## config.mk

```make
export PLATFORM = sky130hd
export DESIGN_NAME = dm_src_sched_flat
export DESIGN_NICKNAME = d
export VERILOG_FILES = /design/src/rtl/dm_src_sched_if.sv /design/src/rtl/dm_src_sched.sv /design/src/flat_wrapper.sv
export SDC_FILE = /design/constraint.sdc
export NUM_CORES = 1
export LEC_CHECK = 0
export ABC_AREA = 1
export CELL_PAD_IN_SITES_DETAIL_PLACEMENT = 1
export CELL_PAD_IN_SITES_GLOBAL_PLACEMENT = 1
export CORE_ASPECT_RATIO = 1.75
export CORE_UTILIZATION = 32
export CTS_CLUSTER_DIAMETER = 80
export CTS_CLUSTER_SIZE = 14
export DETAILED_ROUTE_END_ITERATION = 10
export GPL_ROUTABILITY_DRIVEN = 1
export PLACE_DENSITY_LB_ADDON = 0.1
export SLEW_MARGIN = 20
export SYNTH_ARGS = -nofsm -noshare
export SYNTH_HDL_FRONTEND = slang
export SYNTH_SLANG_ARGS = --single-unit
```

## constraint.sdc

```tcl
create_clock -name clk -period 2.6 [get_ports clk]
set_input_delay 0.52 -clock clk [delete_from_list [all_inputs] [get_ports clk]]
set_output_delay 0.52 -clock clk [all_outputs]
set_load 0.01 [all_outputs]
```

## src/rtl/dm_src_sched_if.sv

```systemverilog
`default_nettype none
// ============================================================================
// Module   : dm_src_sched_if
// Brief    : Producer handshakes and display-side outputs of dm_src_sched.
// Revision : 1.0 - initial release
// ============================================================================
interface dm_src_sched_if;
  logic        fib_valid;
  logic [15:0] fib_data;
  logic        fib_ack;
  logic        tmr_valid;
  logic [15:0] tmr_data;
  logic        tmr_ack;
  logic [15:0] data_2;
  logic [1:0]  modulo;
  logic        upd;
  logic        busy;

  modport master (
    output fib_valid, fib_data, tmr_valid, tmr_data,
    input  fib_ack, tmr_ack, data_2, modulo, upd, busy
  );

  modport slave (
    input  fib_valid, fib_data, tmr_valid, tmr_data,
    output fib_ack, tmr_ack, data_2, modulo, upd, busy
  );
endinterface
`default_nettype wire

```

## src/rtl/dm_src_sched.sv

```systemverilog
`default_nettype none
// ============================================================================
// Module   : dm_src_sched
// Brief    : Arbitrates Fibonacci/Timer values onto the display and holds each
//            grant for HOLD_CNT cycles. Define DM_SCHED_TMR_PRIO_EN for fixed
//            Timer priority instead of round-robin tie-break.
// Revision : 1.0 - initial release
// ============================================================================
module dm_src_sched #(
  parameter int HOLD_CNT = 50
) (
  input  logic          clk,
  input  logic          rst,
  dm_src_sched_if.slave bus
);

  localparam int             CW         = $clog2(HOLD_CNT + 1);
  localparam logic [CW-1:0]  c_cnt_load = CW'(HOLD_CNT - 1);
  localparam logic [CW-1:0]  c_cnt_zero = '0;
  localparam logic [1:0]     c_src_none = 2'b00;
  localparam logic [1:0]     c_src_fib  = 2'b01;
  localparam logic [1:0]     c_src_tmr  = 2'b10;

  typedef enum logic [0:0] {
    ST_IDLE = 1'b0,
    ST_HOLD = 1'b1
  } state_t;

  state_t        r_state;
  state_t        w_state_nxt;
  logic [CW-1:0] r_cnt;
  logic [CW-1:0] w_cnt_nxt;
  logic [15:0]   r_data_2;
  logic [15:0]   w_data_2_nxt;
  logic [1:0]    r_modulo;
  logic [1:0]    w_modulo_nxt;
  logic          r_fib_ack;
  logic          w_fib_ack_nxt;
  logic          r_tmr_ack;
  logic          w_tmr_ack_nxt;
  logic          r_upd;
  logic          w_upd_nxt;
  logic          w_req;
  logic          w_pick_tmr;

  assign w_req = bus.fib_valid | bus.tmr_valid;

`ifdef DM_SCHED_TMR_PRIO_EN
  assign w_pick_tmr = bus.tmr_valid;
`else
  // Remembers whether the previous grant went to Timer; resets to Timer so
  // Fibonacci wins the first tie.
  logic r_last_tmr;
  logic w_last_tmr_nxt;

  assign w_pick_tmr     = bus.tmr_valid & (~bus.fib_valid | ~r_last_tmr);
  assign w_last_tmr_nxt = ((r_state == ST_IDLE) && w_req) ? w_pick_tmr : r_last_tmr;

  always_ff @(posedge clk or negedge rst) begin
    if (!rst) begin
      r_last_tmr <= 1'b1;
    end else begin
      r_last_tmr <= w_last_tmr_nxt;
    end
  end
`endif

  always_ff @(posedge clk or negedge rst) begin
    if (!rst) begin
      r_state   <= ST_IDLE;
      r_cnt     <= c_cnt_zero;
      r_data_2  <= 16'h0000;
      r_modulo  <= c_src_none;
      r_fib_ack <= 1'b0;
      r_tmr_ack <= 1'b0;
      r_upd     <= 1'b0;
    end else begin
      r_state   <= w_state_nxt;
      r_cnt     <= w_cnt_nxt;
      r_data_2  <= w_data_2_nxt;
      r_modulo  <= w_modulo_nxt;
      r_fib_ack <= w_fib_ack_nxt;
      r_tmr_ack <= w_tmr_ack_nxt;
      r_upd     <= w_upd_nxt;
    end
  end

  always_comb begin
    w_state_nxt   = r_state;
    w_cnt_nxt     = r_cnt;
    w_data_2_nxt  = r_data_2;
    w_modulo_nxt  = r_modulo;
    w_fib_ack_nxt = 1'b0;
    w_tmr_ack_nxt = 1'b0;
    w_upd_nxt     = 1'b0;
    case (r_state)
      ST_IDLE: begin
        if (w_req) begin
          w_state_nxt = ST_HOLD;
          w_cnt_nxt   = c_cnt_load;
          w_upd_nxt   = 1'b1;
          if (w_pick_tmr) begin
            w_data_2_nxt  = bus.tmr_data;
            w_modulo_nxt  = c_src_tmr;
            w_tmr_ack_nxt = 1'b1;
          end else begin
            w_data_2_nxt  = bus.fib_data;
            w_modulo_nxt  = c_src_fib;
            w_fib_ack_nxt = 1'b1;
          end
        end
      end
      ST_HOLD: begin
        // Counter was loaded with HOLD_CNT-1, so HOLD lasts HOLD_CNT cycles.
        if (r_cnt == c_cnt_zero) begin
          w_state_nxt = ST_IDLE;
        end else begin
          w_cnt_nxt = r_cnt - 1'b1;
        end
      end
      default: begin
        w_state_nxt = ST_IDLE;
      end
    endcase
  end

  assign bus.data_2  = r_data_2;
  assign bus.modulo  = r_modulo;
  assign bus.fib_ack = r_fib_ack;
  assign bus.tmr_ack = r_tmr_ack;
  assign bus.upd     = r_upd;
  assign bus.busy    = (r_state == ST_HOLD);

endmodule
`default_nettype wire

```

## src/flat_wrapper.sv

```systemverilog
// flat-port wrapper written by rule: the top's interface ports become plain ports
module dm_src_sched_flat 
#(
  parameter int HOLD_CNT = 50
)
  (clk, rst, bus_fib_valid, bus_fib_data, bus_tmr_valid, bus_tmr_data, bus_fib_ack, bus_tmr_ack, bus_data_2, bus_modulo, bus_upd, bus_busy);
  dm_src_sched_if bus_i ();
  input  logic clk;
  input  logic rst;
  input wire logic [$bits(bus_i.fib_valid)-1:0] bus_fib_valid;
  input wire logic [$bits(bus_i.fib_data)-1:0] bus_fib_data;
  input wire logic [$bits(bus_i.tmr_valid)-1:0] bus_tmr_valid;
  input wire logic [$bits(bus_i.tmr_data)-1:0] bus_tmr_data;
  output wire logic [$bits(bus_i.fib_ack)-1:0] bus_fib_ack;
  output wire logic [$bits(bus_i.tmr_ack)-1:0] bus_tmr_ack;
  output wire logic [$bits(bus_i.data_2)-1:0] bus_data_2;
  output wire logic [$bits(bus_i.modulo)-1:0] bus_modulo;
  output wire logic [$bits(bus_i.upd)-1:0] bus_upd;
  output wire logic [$bits(bus_i.busy)-1:0] bus_busy;
  assign bus_i.fib_valid = bus_fib_valid;
  assign bus_i.fib_data = bus_fib_data;
  assign bus_i.tmr_valid = bus_tmr_valid;
  assign bus_i.tmr_data = bus_tmr_data;
  assign bus_fib_ack = bus_i.fib_ack;
  assign bus_tmr_ack = bus_i.tmr_ack;
  assign bus_data_2 = bus_i.data_2;
  assign bus_modulo = bus_i.modulo;
  assign bus_upd = bus_i.upd;
  assign bus_busy = bus_i.busy;
  dm_src_sched #(.HOLD_CNT(HOLD_CNT)) u_core (.clk(clk), .rst(rst), .bus(bus_i));
endmodule
```

==> flow_summary.ini, run 1 <==
[layout]
syn2layout_area_growth_pct = 53.4
finish.utilization = 0.516
diodes = 0
fin_nets = 248
post-route-cell-area_um2 = 2010
drive_gt1_frac = 0.0806

[global_route]
grt_max_degree = 30
grt_pass1_vias = 1422
antenna_found_initial = 0
grt_use_total = 0.191
grt_pass1_wl_um = 6200
grt-ovfl-total = 0

[power]
irDropWorstVdd_mv = 0.404
seq_power_share = 0.456
p_int_mw = 0.839
power_density_nw_per_um2 = 559
swShare = 0.254
pwr-share-comb = 0.210
clkPwrFrac = 0.333
p_sw_mw = 0.286
leakage_nw = 0.897

[timing]
period_share = 0.738
skew_ns = 0.00705
slew_violations = 0
hold_viol = 0
rsz0062_at_grt = false
final.setup.tns_ns = 0
worst_pin_slew_ns = 0.685
setup_viol = 0
period_minus_slack_ns = 1.92
fmax_mhz = 521
slew-limit-headroom = 0.541

[drt]
drtPass1Iterations = 4
vias_per_cell = 4.80
avgRoutedWirePerCell_um = 14.1
vias = 1243
ant_nets = 0
drc = 0
first_iter_violations = 10
wl_um = 3660

[worst_setup_path]
path_class = reg -> out
critical_path_buf_inv_count = 1
end_kind = output port
critPathTopFamily = buffers and inverters
critPathMaxFanout = 7
slowest_stage = clkdlybuf4s50_1
worstPathCellList = clkdlybuf4s50_1
worst_ep_required_time_ns = 2.08
cp_slowest_stage_delay_ns = 0.60
r2r-start = u_core.r_last_tmr$_DFFE_PN1P_
critPathLaunch = u_core.bus.busy$_DFF_PN0_
critPathLaunchType = flop
cp.arrival_ns = 1.40

[logic_synthesis]
avgSynthCellArea_um2 = 8.87
synth_cells = 148
ys_seq_elements = 29
yosysTopAreaCellShare = 0.534
synthTopCellsByCount = nand2_1, dfrtp_1, nand3_1
synth_edf_count = 0
synth_area_leaders = dfrtp_1, nand2_1, nand3_1, o21ai_0, nor2_1
async_flop_share = 1.00
yosysMostFrequentCell = nand2_1
ys_warn_count = 0
ys.flop_type = dfrtp_1
yosys.area.top_type = dfrtp_1
synth_cell_types = 22
syn_area_um2 = 1310
syn_nets = 186
ys_seq_area_frac = 0.554

[cts]
cts_resized = 0
cts_hold_buf = 0
clock_sinks = 29
cts_buffers = 5
cts.htree.levels = 2
cts_buffer_depth = 2
path_clk_slew_ns = 0.06
clk_latency_ns = 0.28
cts_tree = built
postCtsSetupBuffers = 0
cts_root_buf = clkbuf_8

[hold_path]
worstHoldStart = u_core.r_last_tmr$_DFFE_PN1P_
hp-class = reg -> reg

[place]
portBuffers = 57
postPlaceCellArea_um2 = 1920
dpl.hpwl_um = 2860
place_congestion = 0.719

[floorplanning]
dieArea_um2 = 4370
die_h_um = 86.7
coreArea_um2 = 3900
initial_utilization = 0.336
die_w_um = 50.4
rows = 30
ios = 58

[run_status]
status = completed

[run]
maxCapViolations = 0
cell type report:
type | count | area [um2]
clock buffer | 8 | 90.1
multi-input combinational | 109 | 527
timing repair buffer | 58 | 578
inverter | 7 | 31.3
tap | 48 | 60.1
sequential | 29 | 727
fill | 486 | 1890
layer usage:
metal | wire length, um | vias up | global-route usage
met4 | 59 | 0 | 0.0682
met5 | 0 | - | 0
met1 | 1310 | 603 | 0.195
met3 | 181 | 6 | 0.0579
met2 | 2110 | 35 | 0.356
li1 | - | 599 | -
path summary, 6_finish.rpt:
check	to	slack (ns)	cells after the start
worst max-delay path	bus_busy	0.68	1
worst min-delay path	u_core.r_last_tmr$_DFFE_PN1P_	0.47	2
worst max register to register	u_core.bus.data_2[12]$_DFFE_PN0P_	1.12	5
worst min register to register	u_core.r_last_tmr$_DFFE_PN1P_	0.47	2
max in group asynchronous	u_core.r_last_tmr$_DFFE_PN1P_	1.65	2
min in group asynchronous	u_core.r_cnt[0]$_DFFE_PN0P_	0.63	2
metrics by stage:
step | worst slack [ns] | total power, mW | instances | hold WS (ns)
2_1_floorplan | 1.39 | 0.609 | 148 | 0.224
5_1_grt | 0.629 | 1.19 | 259 | 0.491
4_1_cts | 0.664 | 1.15 | 259 | 0.476
3_3_place_gp | 0.558 | 0.755 | 251 | 0.464
6_report | 0.682 | 1.12 | 259 | 0.471
3_5_place_dp | 0.469 | 0.763 | 251 | 0.466
state kept, by name, summed over array words and instances, names as in the netlist:
register and cells:
u_core.bus.data_2 16, u_core.r_cnt 6, u_core.bus.modulo 2, u_core.bus.busy 1, u_core.bus.fib_ack 1, u_core.bus.tmr_ack 1
u_core.bus.upd 1, u_core.r_last_tmr 1
power by group through the flow:
stage | registers, mW | clock network, mW | logic [mW]
4_1_cts | 0.514 | 0.389 | 0.243
5_1_grt | 0.518 | 0.406 | 0.262
3_3_place_gp | 0.520 | 0 | 0.235
3_5_place_dp | 0.521 | 0 | 0.241
6_report | 0.513 | 0.375 | 0.237
2_1_floorplan | 0.534 | 0 | 0.0746
cells in the final DEF, fill, tap and decap left out, drive strengths merged:
| cell type | instances |
|---|---|
| nand2 | 49 |
| xnor2 | 1 |
| ha | 2 |
| inv | 7 |
| nand3 | 17 |
| xor2 | 1 |
| clkdlybuf4s50 | 57 |
| nor2 | 19 |
| dfrtp | 28 |
| dfstp | 1 |
| o21ai | 19 |
| clkbuf | 8 |
| buf | 1 |
| nand4 | 1 |
logic make-up (layout without fill, tap and decap cells):
logic type | Yosys count | after routing | synth area share
compound gates | 19 | 19 | 0.0753
xor+xnor | 2 | 2 | 0.0133
fa+ha+maj | 2 | 2 | 0.0191
buf+inv | 10 | 73 | 0.0448
flops | 29 | 29 | 0.554
simple gates | 86 | 86 | 0.294
Note: power is estimated with default switching activity, not from simulation.
==> inputs of run 2 (changes only) <==
Settings changed: CORE_UTILIZATION 32 to 26.
Clock period 2.6 ns to 1.7 ns, I/O delays scaled along.
==> run 2 against run 1 <==
- critical path depth did not move
- largest power group unchanged
- register-to-register slack got worse by 0.79 ns
- non-clock buffer count is 3 higher
- largest cell class unchanged
==> flow_summary.ini, run 2 (synthesized netlist as in run 1, its figures left out) <==
[run_status]
status = completed

[timing]
skew_ns = 0.00532
period_minus_slack_ns = 1.63
worst_pin_slew_ns = 0.695
hold_viol = 0
fmax_mhz = 615
final.setup.tns_ns = 0
setup_viol = 0
slew-limit-headroom = 0.535
rsz0062_at_grt = false
slew_violations = 0
period_share = 0.957

[layout]
syn2layout_area_growth_pct = 54.7
largest_reg_flops = 16
finish.utilization = 0.428
post-route-cell-area_um2 = 2030
fin_nets = 251
drive_gt1_frac = 0.0888
nFillCells = 571
final_common_cell = clkdlybuf4s50_1
diodes = 0
final_cell_mix = clkdlybuf4s50_1, nand2_1, dfrtp_1

[run]
maxCapViolations = 0

[floorplanning]
ios = 58
dieArea_um2 = 5350
die_h_um = 96.0
coreArea_um2 = 4750
rows = 33
initial_utilization = 0.276
die_w_um = 55.7

[worst_setup_path]
rrSetupSlack_ns = 0.33
worst_ep_required_time_ns = 1.36
critical_path_buf_inv_count = 1
ff2ff_path_depth = 5
cp.arrival_ns = 1.29
worstPathCellList = clkdlybuf4s50_1
r2r-start = u_core.r_last_tmr$_DFFE_PN1P_
end_kind = output port
critPathTopFamily = buffers and inverters
slowest_stage = clkdlybuf4s50_1
rr_endpoint = u_core.bus.data_2[11]$_DFFE_PN0P_
path_class = reg -> out
cp_slowest_stage_delay_ns = 0.57
critPathLaunchType = flop
critPathMaxFanout = 4

[power]
leakage_nw = 0.905
irDropWorstVdd_mv = 0.462
clkPwrFrac = 0.319
swShare = 0.264
pwr-share-comb = 0.218
power_density_nw_per_um2 = 835
p_sw_mw = 0.447
p_int_mw = 1.25
seq_power_share = 0.463
finalPower_mw = 1.70

[cts]
cts_buffers = 5
cts_hold_buf = 0
cts.htree.levels = 2
clock_sinks = 29
path_clk_slew_ns = 0.06
cts_resized = 0
postCtsSetupBuffers = 0
clk_latency_ns = 0.27
cts_root_buf = clkbuf_8
cts_buffer_depth = 2
cts_tree = built

[global_route]
antenna_found_initial = 0
grt_max_degree = 30
grt_pass1_vias = 1412
grt_use_total = 0.161
grt-ovfl-total = 0
grt_pass1_wl_um = 6520

[drt]
first_iter_violations = 14
vias = 1260
ant_nets = 0
vias_per_cell = 4.74
avgRoutedWirePerCell_um = 14.3
drtPass1Iterations = 3
wl_um = 3820
drc = 0

[place]
portBuffers = 57
dpl.hpwl_um = 2900
place_congestion = 0.748
postPlaceCellArea_um2 = 1950

[hold_path]
hp-class = in -> async
==> run 2: changes by cell type in the layout (fill, tap and decap cells not counted), sizes merged <==
cell  previous run  this run
buf              1         4
==> run 2: worst max-delay path by stage <==
stage | from | endpoint | slack, ns | depth (start not counted)
2_1_floorplan | u_core.r_cnt[0]$_DFFE_PN0P_ | u_core.r_cnt[0]$_DFFE_PN0P_ | 0.53 | 7
3_3_place_gp | bus_fib_valid | u_core.bus.data_2[12]$_DFFE_PN0P_ | -0.13 | 6
3_5_place_dp | bus_fib_valid | u_core.bus.data_2[11]$_DFFE_PN0P_ | -0.17 | 6
4_1_cts | u_core.bus.busy$_DFF_PN0_ | bus_busy | 0.04 | 1
5_1_grt | u_core.bus.busy$_DFF_PN0_ | bus_busy | 0.02 | 1
6_report | u_core.bus.busy$_DFF_PN0_ | bus_busy | 0.07 | 1
==> run 2: worst register-to-register path: stages, from the launching register on <==
cell	delay, ns
dfstp_2	0.37
nand2_1	0.06
nand2_2	0.05
nor2_1	0.53
nand2_1	0.16
nand3_1	0.12
==> run 2: final cells by class <==
class / instances / area, um2 / area share
timing repair buffer: 61 / 601 / 0.296
tap: 52 / 65.1 / 0.0320
multi-input combinational: 109 / 527 / 0.259
inverter: 7 / 31.3 / 0.0154
sequential: 29 / 727 / 0.358
clock buffer: 8 / 80.1 / 0.0394
==> run 2: power groups by stage <==
stage / Combinational, mW / Sequential [mW] / Clock [mW]
detailed placement: 0.378 / 0.797 / 0
finish: 0.369 / 0.785 / 0.542
global route: 0.409 / 0.793 / 0.597
global placement: 0.367 / 0.796 / 0
CTS: 0.379 / 0.787 / 0.566
floorplan: 0.114 / 0.817 / 0
==> run 2: layer usage <==
metal / share of wire / vias to the layer above / track usage
met5: 0 / - / 0
met4: 0.031 / 0 / 0.0833
met3: 0.045 / 7 / 0.0376
met2: 0.54 / 38 / 0.301
met1: 0.39 / 610 / 0.165
li1: - / 605 / -
==> run 2: per-stage QoR <==
step,setup slack (ns),cells,hold slack [ns]
floorplan,0.530,148,0.0444
global placement,-0.131,258,0.463
detailed placement,-0.169,258,0.475
CTS,0.0377,266,0.471
global route,0.0205,266,0.491
finish,0.0729,266,0.455
==> inputs of run 3 (changes only) <==
Settings changed: CORE_UTILIZATION 26 to 32, PLACE_DENSITY from default to 0.86, PLACE_DENSITY_LB_ADDON 0.1 to default.
Clock period 1.7 ns to 2.05 ns, I/O delays scaled along.
==> run 3 against run 2 <==
- first-iteration DRC count is 36% higher
- total power is 13% lower
- clock skew is 0.00083 ns lower
- critical path type unchanged
- largest power group unchanged
==> flow_summary.ini, run 3 (synthesized netlist as in run 1, its figures left out) <==
[place]
place_inst = 252
dpl.hpwl_um = 2670
pre_cts_ws_ns = 0.129
place_congestion = 0.783
portBuffers = 57

[cts]
cts.htree.levels = 2
postCtsSetupBuffers = 0
path_clk_slew_ns = 0.06
cts_buffers = 5
cts_hold_buf = 0
cts_buffer_depth = 2
cts_tree = built
clk_latency_ns = 0.28
clock_sinks = 29
cts_resized = 0
cts_root_buf = clkbuf_8

[timing]
final.setup.tns_ns = 0
slew_violations = 0
period_share = 0.885
rsz0062_at_grt = false
slew-limit-headroom = 0.524
setup_viol = 0
fmax_mhz = 551
setup_ws_ns = 0.237
skew_ns = 0.00449
worst_pin_slew_ns = 0.712
hold_viol = 0
period_minus_slack_ns = 1.81

[floorplanning]
ios = 58
rows = 30
die_h_um = 86.7
die_w_um = 50.4
dieArea_um2 = 4370
coreArea_um2 = 3900
initial_utilization = 0.336

[drt]
avgRoutedWirePerCell_um = 13.5
drtPass1Iterations = 4
wl_um = 3500
first_iter_violations = 19
ant_nets = 0
vias_per_cell = 4.76
drc = 0
vias = 1238

[worst_setup_path]
cp.arrival_ns = 1.40
ff2ff_path_depth = 3
critPathMaxFanout = 7
rrSetupSlack_ns = 0.63
r2r-start = u_core.bus.busy$_DFF_PN0_
critPathTopFamily = buffers and inverters
worst_ep_required_time_ns = 1.64
cp_slowest_stage_delay_ns = 0.60
worstPathCellList = clkdlybuf4s50_1
end_kind = output port
slowest_stage = clkdlybuf4s50_1
path_class = reg -> out
critical_path_buf_inv_count = 1
rr_endpoint = u_core.r_last_tmr$_DFFE_PN1P_
critPathLaunchType = flop

[layout]
largest_reg_flops = 16
final_common_cell = clkdlybuf4s50_1
drive_gt1_frac = 0.0943
diodes = 0
seq_area_um2 = 727
multi_input_area_um2 = 527
fin_nets = 249
nFillCells = 469
final_cell_mix = clkdlybuf4s50_1, nand2_1, dfrtp_1
layout.cells.non_filler = 260
syn2layout_area_growth_pct = 54.8

[power]
finalPower_mw = 1.47
leakage_nw = 0.910
irDropWorstVdd_mv = 0.509
power_density_nw_per_um2 = 723

[hold_path]
hp-class = reg -> reg
holdPathEnd = u_core.bus.modulo[1]$_DFFE_PN0P_
worstHoldStart = u_core.bus.modulo[1]$_DFFE_PN0P_
hold_depth = 2

[global_route]
grt_pass1_wl_um = 5840
grt_use_total = 0.180
antenna_found_initial = 0
grt_max_degree = 30
grt-ovfl-total = 0
grt_pass1_vias = 1244

[run]
maxCapViolations = 0

[run_status]
status = completed
-- run 3: worst max-delay path by stage --
stage	from	cells past startpoint	endpoint
floorplan	u_core.r_cnt[0]$_DFFE_PN0P_	7	u_core.r_cnt[0]$_DFFE_PN0P_
global placement	bus_tmr_valid	5	u_core.bus.data_2[12]$_DFFE_PN0P_
detailed placement	bus_tmr_valid	5	u_core.r_last_tmr$_DFFE_PN1P_
CTS	u_core.bus.busy$_DFF_PN0_	1	bus_busy
global route	u_core.bus.busy$_DFF_PN0_	1	bus_busy
finish	u_core.bus.busy$_DFF_PN0_	1	bus_busy
-- run 3: power by group --
part           leakage, nW  total [mW]  internal, mW  switching [mW]
clock               0.0542       0.519         0.303           0.216
combinational        0.514       0.298         0.170           0.128
sequential           0.342       0.652         0.622          0.0296
-- run 3: layout make-up --
class | count | share of cell area
Multi-Input combinational cell | 109 | 0.259
Tap cell | 48 | 0.0296
Timing Repair Buffer | 59 | 0.288
Clock inverter | 1 | 0.00246
Inverter | 7 | 0.0154
Clock buffer | 7 | 0.0474
Sequential cell | 29 | 0.358
-- run 3: stage by stage --
step	area, um2	hold WS, ns	util
after detailed placement	1930	0.464	0.495
final	2030	0.474	0.521
after global routing	2030	0.491	0.521
after floorplan	1310	0.114	-
after global placement	1930	0.460	0.495
after CTS	2030	0.474	0.521
-- run 3: layer usage --
layer	track usage	routed length (um)
met1	0.186	1300
met2	0.328	1940
met3	0.0439	170
met4	0.0909	91
met5	0	0
-- run 3: tightest hold or removal path: cells and delay by family, from the launching register on --
family / cells / cell delay [ns]
DFF: 1 / 0.34
and+or+nand+nor: 2 / 0.10
